<file path="src/rtl/note_pkg.sv">
// Shared note-scheduler types: note codes, FSM states and timer width.
package note_pkg;

    localparam int unsigned NOTE_W  = 3;
    localparam int unsigned TIMER_W = 32;

    typedef logic [NOTE_W-1:0]  note_t;
    typedef logic [TIMER_W-1:0] timer_t;

    localparam note_t NOTE_A    = 3'd0;
    localparam note_t NOTE_B    = 3'd1;
    localparam note_t NOTE_C    = 3'd2;
    localparam note_t NOTE_D    = 3'd3;
    localparam note_t NOTE_E    = 3'd4;
    localparam note_t NOTE_F    = 3'd5;
    localparam note_t NOTE_G    = 3'd6;
    localparam note_t NOTE_REST = 3'd7;

    typedef enum logic [1:0] {
        IDLE = 2'd0,
        PLAY = 2'd1,
        GAP  = 2'd2
    } state_t;

endpackage

</file>
<file path="src/rtl/note_scheduler_if.sv">
// Requester/generator bus of the note scheduler; master is the key logic side.
interface note_scheduler_if #(
    parameter int unsigned NUM_REQ = 4
);
    import note_pkg::*;

    logic [NUM_REQ-1:0]        req;
    logic [NOTE_W*NUM_REQ-1:0] req_note;
    logic [NUM_REQ-1:0]        grant;
    logic [NUM_REQ-1:0]        ack;
    note_t                     note_code;
    logic                      note_valid;
    logic                      busy;

    modport master (
        output req, req_note,
        input  grant, ack, note_code, note_valid, busy
    );

    modport slave (
        input  req, req_note,
        output grant, ack, note_code, note_valid, busy
    );

endinterface

</file>
<file path="src/rtl/rr_arbiter.sv">
// Combinational round-robin pick: first set req bit at or above ptr, wrapping.
module rr_arbiter #(
    parameter  int unsigned NUM_REQ = 4,
    localparam int unsigned IDX_W   = $clog2(NUM_REQ)
) (
    input  logic [NUM_REQ-1:0] req,
    input  logic [IDX_W-1:0]   ptr,
    output logic [NUM_REQ-1:0] gnt_c,
    output logic [IDX_W-1:0]   idx_c,
    output logic               valid_c
);

    logic [IDX_W:0]   sum;
    logic [IDX_W-1:0] j;

    always_comb begin
        gnt_c   = '0;
        idx_c   = '0;
        valid_c = 1'b0;
        sum     = '0;
        j       = '0;
        for (int unsigned off = 0; off < NUM_REQ; off++) begin
            sum = {1'b0, ptr} + (IDX_W+1)'(off);
            if (sum >= (IDX_W+1)'(NUM_REQ)) begin
                sum = sum - (IDX_W+1)'(NUM_REQ);
            end
            j = IDX_W'(sum);
            if (!valid_c && req[j]) begin
                valid_c  = 1'b1;
                gnt_c[j] = 1'b1;
                idx_c    = j;
            end
        end
    end

endmodule

</file>
<file path="src/rtl/note_scheduler.sv">
// Shares one tone generator among NUM_REQ requesters: round-robin grant, timed note, silent gap.
// Optional NOTE_SCHEDULER_SUSTAIN_EN: a note extends past its minimum while its req stays high.
module note_scheduler
    import note_pkg::*;
#(
    parameter int unsigned NUM_REQ      = 4,
    parameter int unsigned TICKS_PER_MS = 25000,
    parameter int unsigned NOTE_MS      = 250,
    parameter int unsigned GAP_MS       = 20
) (
    input  logic             clk,
    input  logic             reset,
    note_scheduler_if.slave  bus
);

    localparam int unsigned IDX_W     = $clog2(NUM_REQ);
    localparam timer_t      NOTE_LAST = TIMER_W'(NOTE_MS*TICKS_PER_MS - 1);
    localparam timer_t      GAP_LAST  = TIMER_W'(GAP_MS*TICKS_PER_MS - 1);
    localparam bit          HAS_GAP   = (GAP_MS != 0);

    state_t             state_q, state_d;
    logic [IDX_W-1:0]   rr_ptr_q, rr_ptr_d;
    timer_t             timer_q, timer_d;
    logic [NUM_REQ-1:0] grant_q, grant_d;
    logic [NUM_REQ-1:0] ack_q, ack_d;
    note_t              note_code_q, note_code_d;
    logic               note_valid_q, note_valid_d;
    logic               busy_q, busy_d;

    logic [NUM_REQ-1:0] arb_gnt_c;
    logic [IDX_W-1:0]   arb_idx_c;
    logic               arb_valid_c;
    logic [IDX_W-1:0]   next_ptr_c;
    note_t              lane_note_c [NUM_REQ];
    note_t              pick_note_c;
    logic               play_done_c;
    logic               gap_done_c;
    timer_t             play_timer_c;

    rr_arbiter #(.NUM_REQ(NUM_REQ)) u_arb (
        .req     (bus.req),
        .ptr     (rr_ptr_q),
        .gnt_c   (arb_gnt_c),
        .idx_c   (arb_idx_c),
        .valid_c (arb_valid_c)
    );

    always_comb begin
        for (int unsigned i = 0; i < NUM_REQ; i++) begin
            lane_note_c[i] = bus.req_note[NOTE_W*i +: NOTE_W];
        end
    end

    assign pick_note_c = lane_note_c[arb_idx_c];
    assign next_ptr_c  = (arb_idx_c == IDX_W'(NUM_REQ-1)) ? '0 : arb_idx_c + IDX_W'(1);
    assign gap_done_c  = (timer_q == GAP_LAST);

`ifdef NOTE_SCHEDULER_SUSTAIN_EN
    // Owner index is kept so the held string can stretch the note.
    logic [IDX_W-1:0] owner_q, owner_d;

    assign play_done_c  = (timer_q >= NOTE_LAST) && !bus.req[owner_q];
    assign play_timer_c = (timer_q >= NOTE_LAST) ? timer_q : timer_q + TIMER_W'(1);

    always_comb begin
        owner_d = owner_q;
        if (state_q == IDLE && arb_valid_c) begin
            owner_d = arb_idx_c;
        end
    end

    always_ff @(posedge clk) begin
        if (reset) begin
            owner_q <= '0;
        end else begin
            owner_q <= owner_d;
        end
    end
`else
    assign play_done_c  = (timer_q == NOTE_LAST);
    assign play_timer_c = timer_q + TIMER_W'(1);
`endif

    // State and output registers.
    always_ff @(posedge clk) begin
        if (reset) begin
            state_q      <= IDLE;
            rr_ptr_q     <= '0;
            timer_q      <= '0;
            grant_q      <= '0;
            ack_q        <= '0;
            note_code_q  <= '0;
            note_valid_q <= 1'b0;
            busy_q       <= 1'b0;
        end else begin
            state_q      <= state_d;
            rr_ptr_q     <= rr_ptr_d;
            timer_q      <= timer_d;
            grant_q      <= grant_d;
            ack_q        <= ack_d;
            note_code_q  <= note_code_d;
            note_valid_q <= note_valid_d;
            busy_q       <= busy_d;
        end
    end

    // Next-state logic.
    always_comb begin
        state_d = state_q;
        case (state_q)
            IDLE: if (arb_valid_c) state_d = PLAY;
            PLAY: if (play_done_c) state_d = HAS_GAP ? GAP : IDLE;
            GAP:  if (gap_done_c)  state_d = IDLE;
            default: state_d = IDLE;
        endcase
    end

    // Output, pointer and timer next values; everything falls to zero unless a state holds it.
    always_comb begin
        grant_d      = '0;
        ack_d        = '0;
        note_code_d  = '0;
        note_valid_d = 1'b0;
        busy_d       = 1'b0;
        rr_ptr_d     = rr_ptr_q;
        timer_d      = '0;
        case (state_q)
            IDLE: begin
                if (arb_valid_c) begin
                    grant_d      = arb_gnt_c;
                    ack_d        = arb_gnt_c;
                    note_code_d  = pick_note_c;
                    note_valid_d = (pick_note_c != NOTE_REST);
                    busy_d       = 1'b1;
                    rr_ptr_d     = next_ptr_c;
                end
            end
            PLAY: begin
                if (play_done_c) begin
                    busy_d = HAS_GAP;
                end else begin
                    grant_d      = grant_q;
                    note_code_d  = note_code_q;
                    note_valid_d = note_valid_q;
                    busy_d       = 1'b1;
                    timer_d      = play_timer_c;
                end
            end
            GAP: begin
                if (!gap_done_c) begin
                    busy_d  = 1'b1;
                    timer_d = timer_q + TIMER_W'(1);
                end
            end
            default: ;
        endcase
    end

    assign bus.grant      = grant_q;
    assign bus.ack        = ack_q;
    assign bus.note_code  = note_code_q;
    assign bus.note_valid = note_valid_q;
    assign bus.busy       = busy_q;

endmodule

</file>
<file path="src/flat_wrapper.sv">
// flat-port wrapper written by rule: the top's interface ports become plain ports
module note_scheduler_flat import note_pkg::*;
#(
    parameter int unsigned NUM_REQ      = 4,
    parameter int unsigned TICKS_PER_MS = 25000,
    parameter int unsigned NOTE_MS      = 250,
    parameter int unsigned GAP_MS       = 20
)
  (clk, reset, bus_req, bus_req_note, bus_grant, bus_ack, bus_note_code, bus_note_valid, bus_busy);
  note_scheduler_if #(.NUM_REQ(NUM_REQ)) bus_i ();
  input  logic clk;
  input  logic reset;
  input wire logic [$bits(bus_i.req)-1:0] bus_req;
  input wire logic [$bits(bus_i.req_note)-1:0] bus_req_note;
  output wire logic [$bits(bus_i.grant)-1:0] bus_grant;
  output wire logic [$bits(bus_i.ack)-1:0] bus_ack;
  output wire logic [$bits(bus_i.note_code)-1:0] bus_note_code;
  output wire logic [$bits(bus_i.note_valid)-1:0] bus_note_valid;
  output wire logic [$bits(bus_i.busy)-1:0] bus_busy;
  assign bus_i.req = bus_req;
  assign bus_i.req_note = bus_req_note;
  assign bus_grant = bus_i.grant;
  assign bus_ack = bus_i.ack;
  assign bus_note_code = bus_i.note_code;
  assign bus_note_valid = bus_i.note_valid;
  assign bus_busy = bus_i.busy;
  note_scheduler #(.NUM_REQ(NUM_REQ), .TICKS_PER_MS(TICKS_PER_MS), .NOTE_MS(NOTE_MS), .GAP_MS(GAP_MS)) u_core (.clk(clk), .reset(reset), .bus(bus_i));
endmodule
</file>
<file path="config.mk">
export PLATFORM = sky130hd
export DESIGN_NAME = note_scheduler_flat
export DESIGN_NICKNAME = d
export VERILOG_FILES = /design/src/rtl/note_pkg.sv /design/src/rtl/note_scheduler_if.sv /design/src/rtl/rr_arbiter.sv /design/src/rtl/note_scheduler.sv /design/src/flat_wrapper.sv
export SDC_FILE = /design/constraint.sdc
export NUM_CORES = 1
export LEC_CHECK = 0
export BUFFER_PORTS_ARGS = -buffer_cell sky130_fd_sc_hd__buf_2
export CELL_PAD_IN_SITES_DETAIL_PLACEMENT = 1
export CELL_PAD_IN_SITES_GLOBAL_PLACEMENT = 2
export CORE_MARGIN = 4
export CORE_UTILIZATION = 32
export DETAILED_ROUTE_END_ITERATION = 12
export PLACE_DENSITY_LB_ADDON = 0.1
export RECOVER_POWER = 25
export REMOVE_ABC_BUFFERS = 1
export SETUP_SLACK_MARGIN = 0.02
export SLEW_MARGIN = 20
export SYNTH_ARGS = -nofsm -noshare
export SYNTH_HDL_FRONTEND = slang
export SYNTH_SLANG_ARGS = --single-unit
</file>
<file path="constraint.sdc">
create_clock -name clk -period 3.1 [get_ports clk]
set_input_delay 0.62 -clock clk [delete_from_list [all_inputs] [get_ports clk]]
set_output_delay 0.62 -clock clk [all_outputs]
set_load 0.02 [all_outputs]
</file>
[After elaboration in Yosys (flattened, before gate mapping)]
Cells that the tools add are included.
Cells by class
  reductions and logical operators: 14
  equal/unequal tests: 9
  add/sub/neg operators: 9
  multipliers: 0
  bitwise gates (word level): 5
  $lt $le $gt $ge: 13
  shift operators: 0
  divide/modulo/power cells: 0
  multiplexer cells: 55
Operator list (number)
  $mux W32: 2
  $pmux W32 S2: 1
  $add A32 B1 Y32 const B: 1
  $eq A32 B19 Y1 const B: 1
  $eq A32 B23 Y1 const B: 1
  $mux W2: 12
  $mux W4: 6
  $mux W1: 16
  $ge A3 B3 Y1 const B: 4
  $lt A2 B3 Y1 const B: 4
  $mux W3: 4
  $or A4 B4 Y4: 3
  $bmux W1 S2: 4
  $demux W1 S2: 4
  $ge A2 B1 Y1 const B: 4
  $pmux W4 S2: 1
  $sub A2 B1 Y2 const B: 4
  $logic_and A1 B1 Y1: 7
  $add A2 B2 Y3 const B: 2
  $bmux W3 S2: 1
  $ne A2 B1 Y1 const B: 3
  $pmux W2 S3: 1
  $pmux W3 S2: 1
  $eq A2 B2 Y1 const B: 2
  14 further kinds: 16
Word-level totals
  register bits after elaboration: 49
  memories: 0
  output and inout port bits: 13
  memory bits (read-only): 0
  input port bits: 18
  bits in latches: 0
  RAM bits: 0

[Longest topological paths before layout]
  depth in word-level cells: 21
  depth in mapped cells: 11
  mapped depth without buffers: 8

[By module]
From an unflattened synthesis, not the netlist that was laid out.
Unflattened totals
  cell total of the unflattened synthesis: 292
  area, all modules: 2692.6 um^2
Modules (own cells, without submodules)
  note_scheduler: area each 2270.9 um^2, instances 1, cells an instance 247
  rr_arbiter: area each 421.7 um^2, instances 1, cells an instance 45

[Worst setup path after synthesis]
Ideal clock, no wire load.
  path kind: register to register
  start point: reg u_core.rr_ptr_q[0]
  end point: reg u_core.note_valid_q (netlist: u_core.bus.note_valid)
  period minus slack after synthesis: 3043 ps
  required time: 2965 ps
  setup time: 135 ps
  slack: 57 ps
  stages on the path, launching flop included: 12
  path buffers: 3
  arrival: 2908 ps
  cell sequence: dfxtp_1 buf_4 inv_1 ha_1 buf_6 mux4_2 buf_6 o211ai_4 nand3_1 and2_0 a2111oi_0 o211ai_1
Between the ends
  longest elaborated chain between the ends: 21
  elaborated cells between the ends (all ways): 44
Ends and longest elaborated chain
  from (decl): RTL line note_scheduler.sv:22  | logic [IDX_W-1:0] rr_ptr_q, rr_ptr_d;
  from (signal assigned): RTL line note_scheduler.sv:97  | rr_ptr_q <= rr_ptr_d;
  parallel branches: the longest is 19 deep, another holds $add A2 B1 Y3
  $mux W1 *: RTL line note_scheduler.sv:129  | if (arb_valid_c) begin
  $pmux W1 S2 *: RTL line note_scheduler.sv:127  | case (state_q)
  to (signal assigned): RTL line note_scheduler.sv:102  | note_valid_q <= note_valid_d;
  to (decl): RTL line note_scheduler.sv:27  | logic note_valid_q, note_valid_d;
Mark *: on every way between the ends. The select of a mux whose other input is x is not followed.
A chain may end at the register's enable or synchronous reset.

[Worst setup path in the final report]
  start point: reg u_core.rr_ptr_q[0]
  end point: reg u_core.note_code_q[1] (netlist: u_core.bus.note_code[1])
Between the ends
  longest elaborated chain between the ends: 20
  elaborated cells between the ends (all ways): 43
Ends and longest elaborated chain
  parallel branches: the longest is 18 deep, another holds $add A2 B1 Y3
  $mux W3 *: RTL line note_scheduler.sv:129
  $pmux W3 S2 *: RTL line note_scheduler.sv:127
  to (signal assigned): RTL line note_scheduler.sv:101  | note_code_q <= note_code_d;
  to (decl): RTL line note_scheduler.sv:26  | note_t note_code_q, note_code_d;
Marks and branches as above.

==> reports/summary.txt <==
status: finished clean
FF-to-FF setup slack: 0.24 ns
Worst Path Arrival: 3.10 ns
post-synthesis cell count: 322
Syn Area/Cell: 8.84 um2
CTS Sinks: 49
Avg Vias per Cell: 5.16
Post-synth ARST share: 0%
Hold Fails Final Rpt: 0
CTS Buf Count: 5
clk_skew: 0.00826 ns
die width: 102 um
Tmin final: 2.86 ns
ANT cells: 0
VDD IR max: 0.283 mV
FF+latch count, synth: 49
Vias: 2359
hold buffers post-CTS: 0
Post-route DRC: 0
YS warnings: 0
synthesized cell area: 2850 um2
Power Dens Cells: 770 nW/um2
dominant synthesized flop cell: dfxtp_1
Routed Antenna Nets: 0
Nets: 378
Tcrit/Tclk final: 92.4%
1st-iter DRT viols: 78
depth of the CTS H-tree: 2
TritonCTS clock tree: yes
Lkg Pwr: 0.00111 uW
crit path kind: register to register
Total Routing Usage GR: 14.2%
Die Area: 10500 um2
Post-Route Setup TNS: 0 ns
GP Congestion: 0.759
setup violators final: 0
global-route wire length before repair: 11900 um
vias in the first global route: 2365
Clk Latency, worst-skew pair: 0.31 ns
Ports: 31
Critical Path RT: 3.34 ns
Max clock buf depth: 2
GRT Residual Overflow: 0
CP endpoint kind: register
Setup Slack @ Placement: 0.218 ns
wire per inst: 15.1 um
post-synthesis sequential area ratio: 34.4%
final setup margin: 0.237 ns
Worst-path clk slew: 0.09 ns
max frequency: 349 MHz
Synth-to-Final Area Change: 12.7%
Die H: 102 um
post_cts resized: 0
Yosys cell types: 54
CP Max Fanout: 13
drt total wl: 6910 um
Slew headroom: 63.2%
Max Cap Violations: 0
Post-synth EDFFs: 0
fill cell count: 1038
PortBufs: 30
Setup Buffers After CTS: 0
Starting Density: 32.8%
startpoint types: register
Pre-antenna DRT Iters: 4
Core Area: 8680 um2
Least-Margin Pin Slew: 0.552 ns
initial antenna violation count: 0
hpwl dp: 5110 um
root buffer cell: clkbuf_8
max-slew violation count: 0
final core occ: 37.0%
share of layout cells above drive strength 1: 14.0%
largest net degree at the start of global routing: 33
RSZ-0062 raised after global routing: no
Hold Path Class: register to register
num rows: 34
-- through the flow --
step	total power, uW	instances	hold slack (ns)	instance area [um2]
floorplan	1660	304	0.430	2760
global placement	2020	448	0.443	3100
CTS	2520	456	0.460	3220
global route	2690	457	0.485	3210
finish	2470	457	0.459	3210
detailed placement	2030	448	0.445	3100
-- metal layers --
| metal | share of wire (%) | track usage (%) |
|---|---|---|
| met3 | 3.3 | 2.53 |
| met4 | 0.80 | 3.03 |
| met1 | 54 | 22.1 |
| met2 | 42 | 20.2 |
| met5 | 0 | 0 |
-- worst paths after layout --
check | from | endpoint | cells after the start
hold reg to reg | u_core.bus.note_code[0] | u_core.bus.note_code[0] | 2
setup reg to reg | u_core.rr_ptr_q[0] | u_core.bus.note_code[1] | 8
setup / recovery | u_core.rr_ptr_q[0] | u_core.bus.note_code[1] | 8
hold / removal | u_core.bus.note_code[0] | u_core.bus.note_code[0] | 2
-- state kept, by name, indices dropped and copies added (netlist names) --
signal and flops:
u_core.bus.grant 4, u_core.timer_q 32, u_core.bus.note_valid 1, u_core.bus.busy 1, u_core.state_q 2, u_core.bus.note_code 3, u_core.rr_ptr_q 2, u_core.bus.ack 4
-- Yosys cell counts, drive strengths merged, types with 4 or more instances --
cell	instances	share of area (%)
clkbuf	11	1.4
xor2	19	5.8
nor2	47	6.3
o211ai	4	1.5
nor4	8	1.8
nand2	17	2.2
ha	12	5.3
and4	5	1.5
buf	7	1.8
and3	4	0.88
inv	11	1.4
a21oi	4	0.70
xnor2	12	3.7
and2	7	1.5
nor2b	8	1.8
nand3	20	3.5
dfxtp	49	34
mux2i	6	2.1
o21ai	8	1.4
mux2	4	1.6
nand4	10	2.2
a22oi	10	2.6
mux4	4	3.2
-- area by class of cell --
| cell class | instances | area, um2 | share of cell area (%) |
|---|---|---|---|
| sequential | 49 | 981 | 30.6 |
| timing repair buffer | 37 | 199 | 6.20 |
| clock inverter | 2 | 37.5 | 1.17 |
| clock buffer | 6 | 82.6 | 2.57 |
| multi-input combinational | 244 | 1730 | 54.0 |
| inverter | 11 | 41.3 | 1.29 |
| tap | 108 | 135 | 4.21 |
-- kinds of logic (layout without fill, tap and decap cells) --
group                      after synthesis  in the layout  synth area share [%]
buffers and inverters                   29             56                  4.66
DFF                                     49             49                  34.4
and+or+nand+nor                        143            143                  26.6
AOI/OAI and AO/OA                       44             44                  12.6
muxes                                   14             14                  6.85
xor gates and xnor gates                31             31                  9.53
adders and majority gates               12             12                  5.27
-- worst max-delay path, stage by stage (launching register included) --
cell and delay [ns]:
dfxtp_1 0.34, inv_1 0.10, ha_1 0.34, mux4_2 0.68, o211a_1 0.34, nor2_2 0.25, a221oi_2 0.11, or4_1 0.49
a21oi_1 0.15
-- layout by cell type (no fill, tap or decap), types with 3 or more instances in the layout --
master and n:
clkbuf_1 13, a22oi_1 10, nor2b_1 8, and2_1 6, mux4_2 4, clkbuf_8 6
buf_2 17, mux2i_1 6, o211ai_1 3, buf_4 6, and4_1 5, inv_1 11
mux2_2 4, nand4_1 10, nand2_1 17, nor2_1 46, xnor2_1 12, dfxtp_1 49
and3_1 4, ha_1 12, xor2_1 19, a21boi_0 3, nand3_1 20, nor4_1 8
a21oi_1 4, o21ai_0 8
-- where the power goes --
group	switching, uW	leakage [uW]	internal, uW	total [uW]
clock	220	0.0000574	263	483
combinational	736	0.000658	483	1220
sequential	49.9	0.000397	720	770
Note: power is estimated with default switching activity, not from simulation.
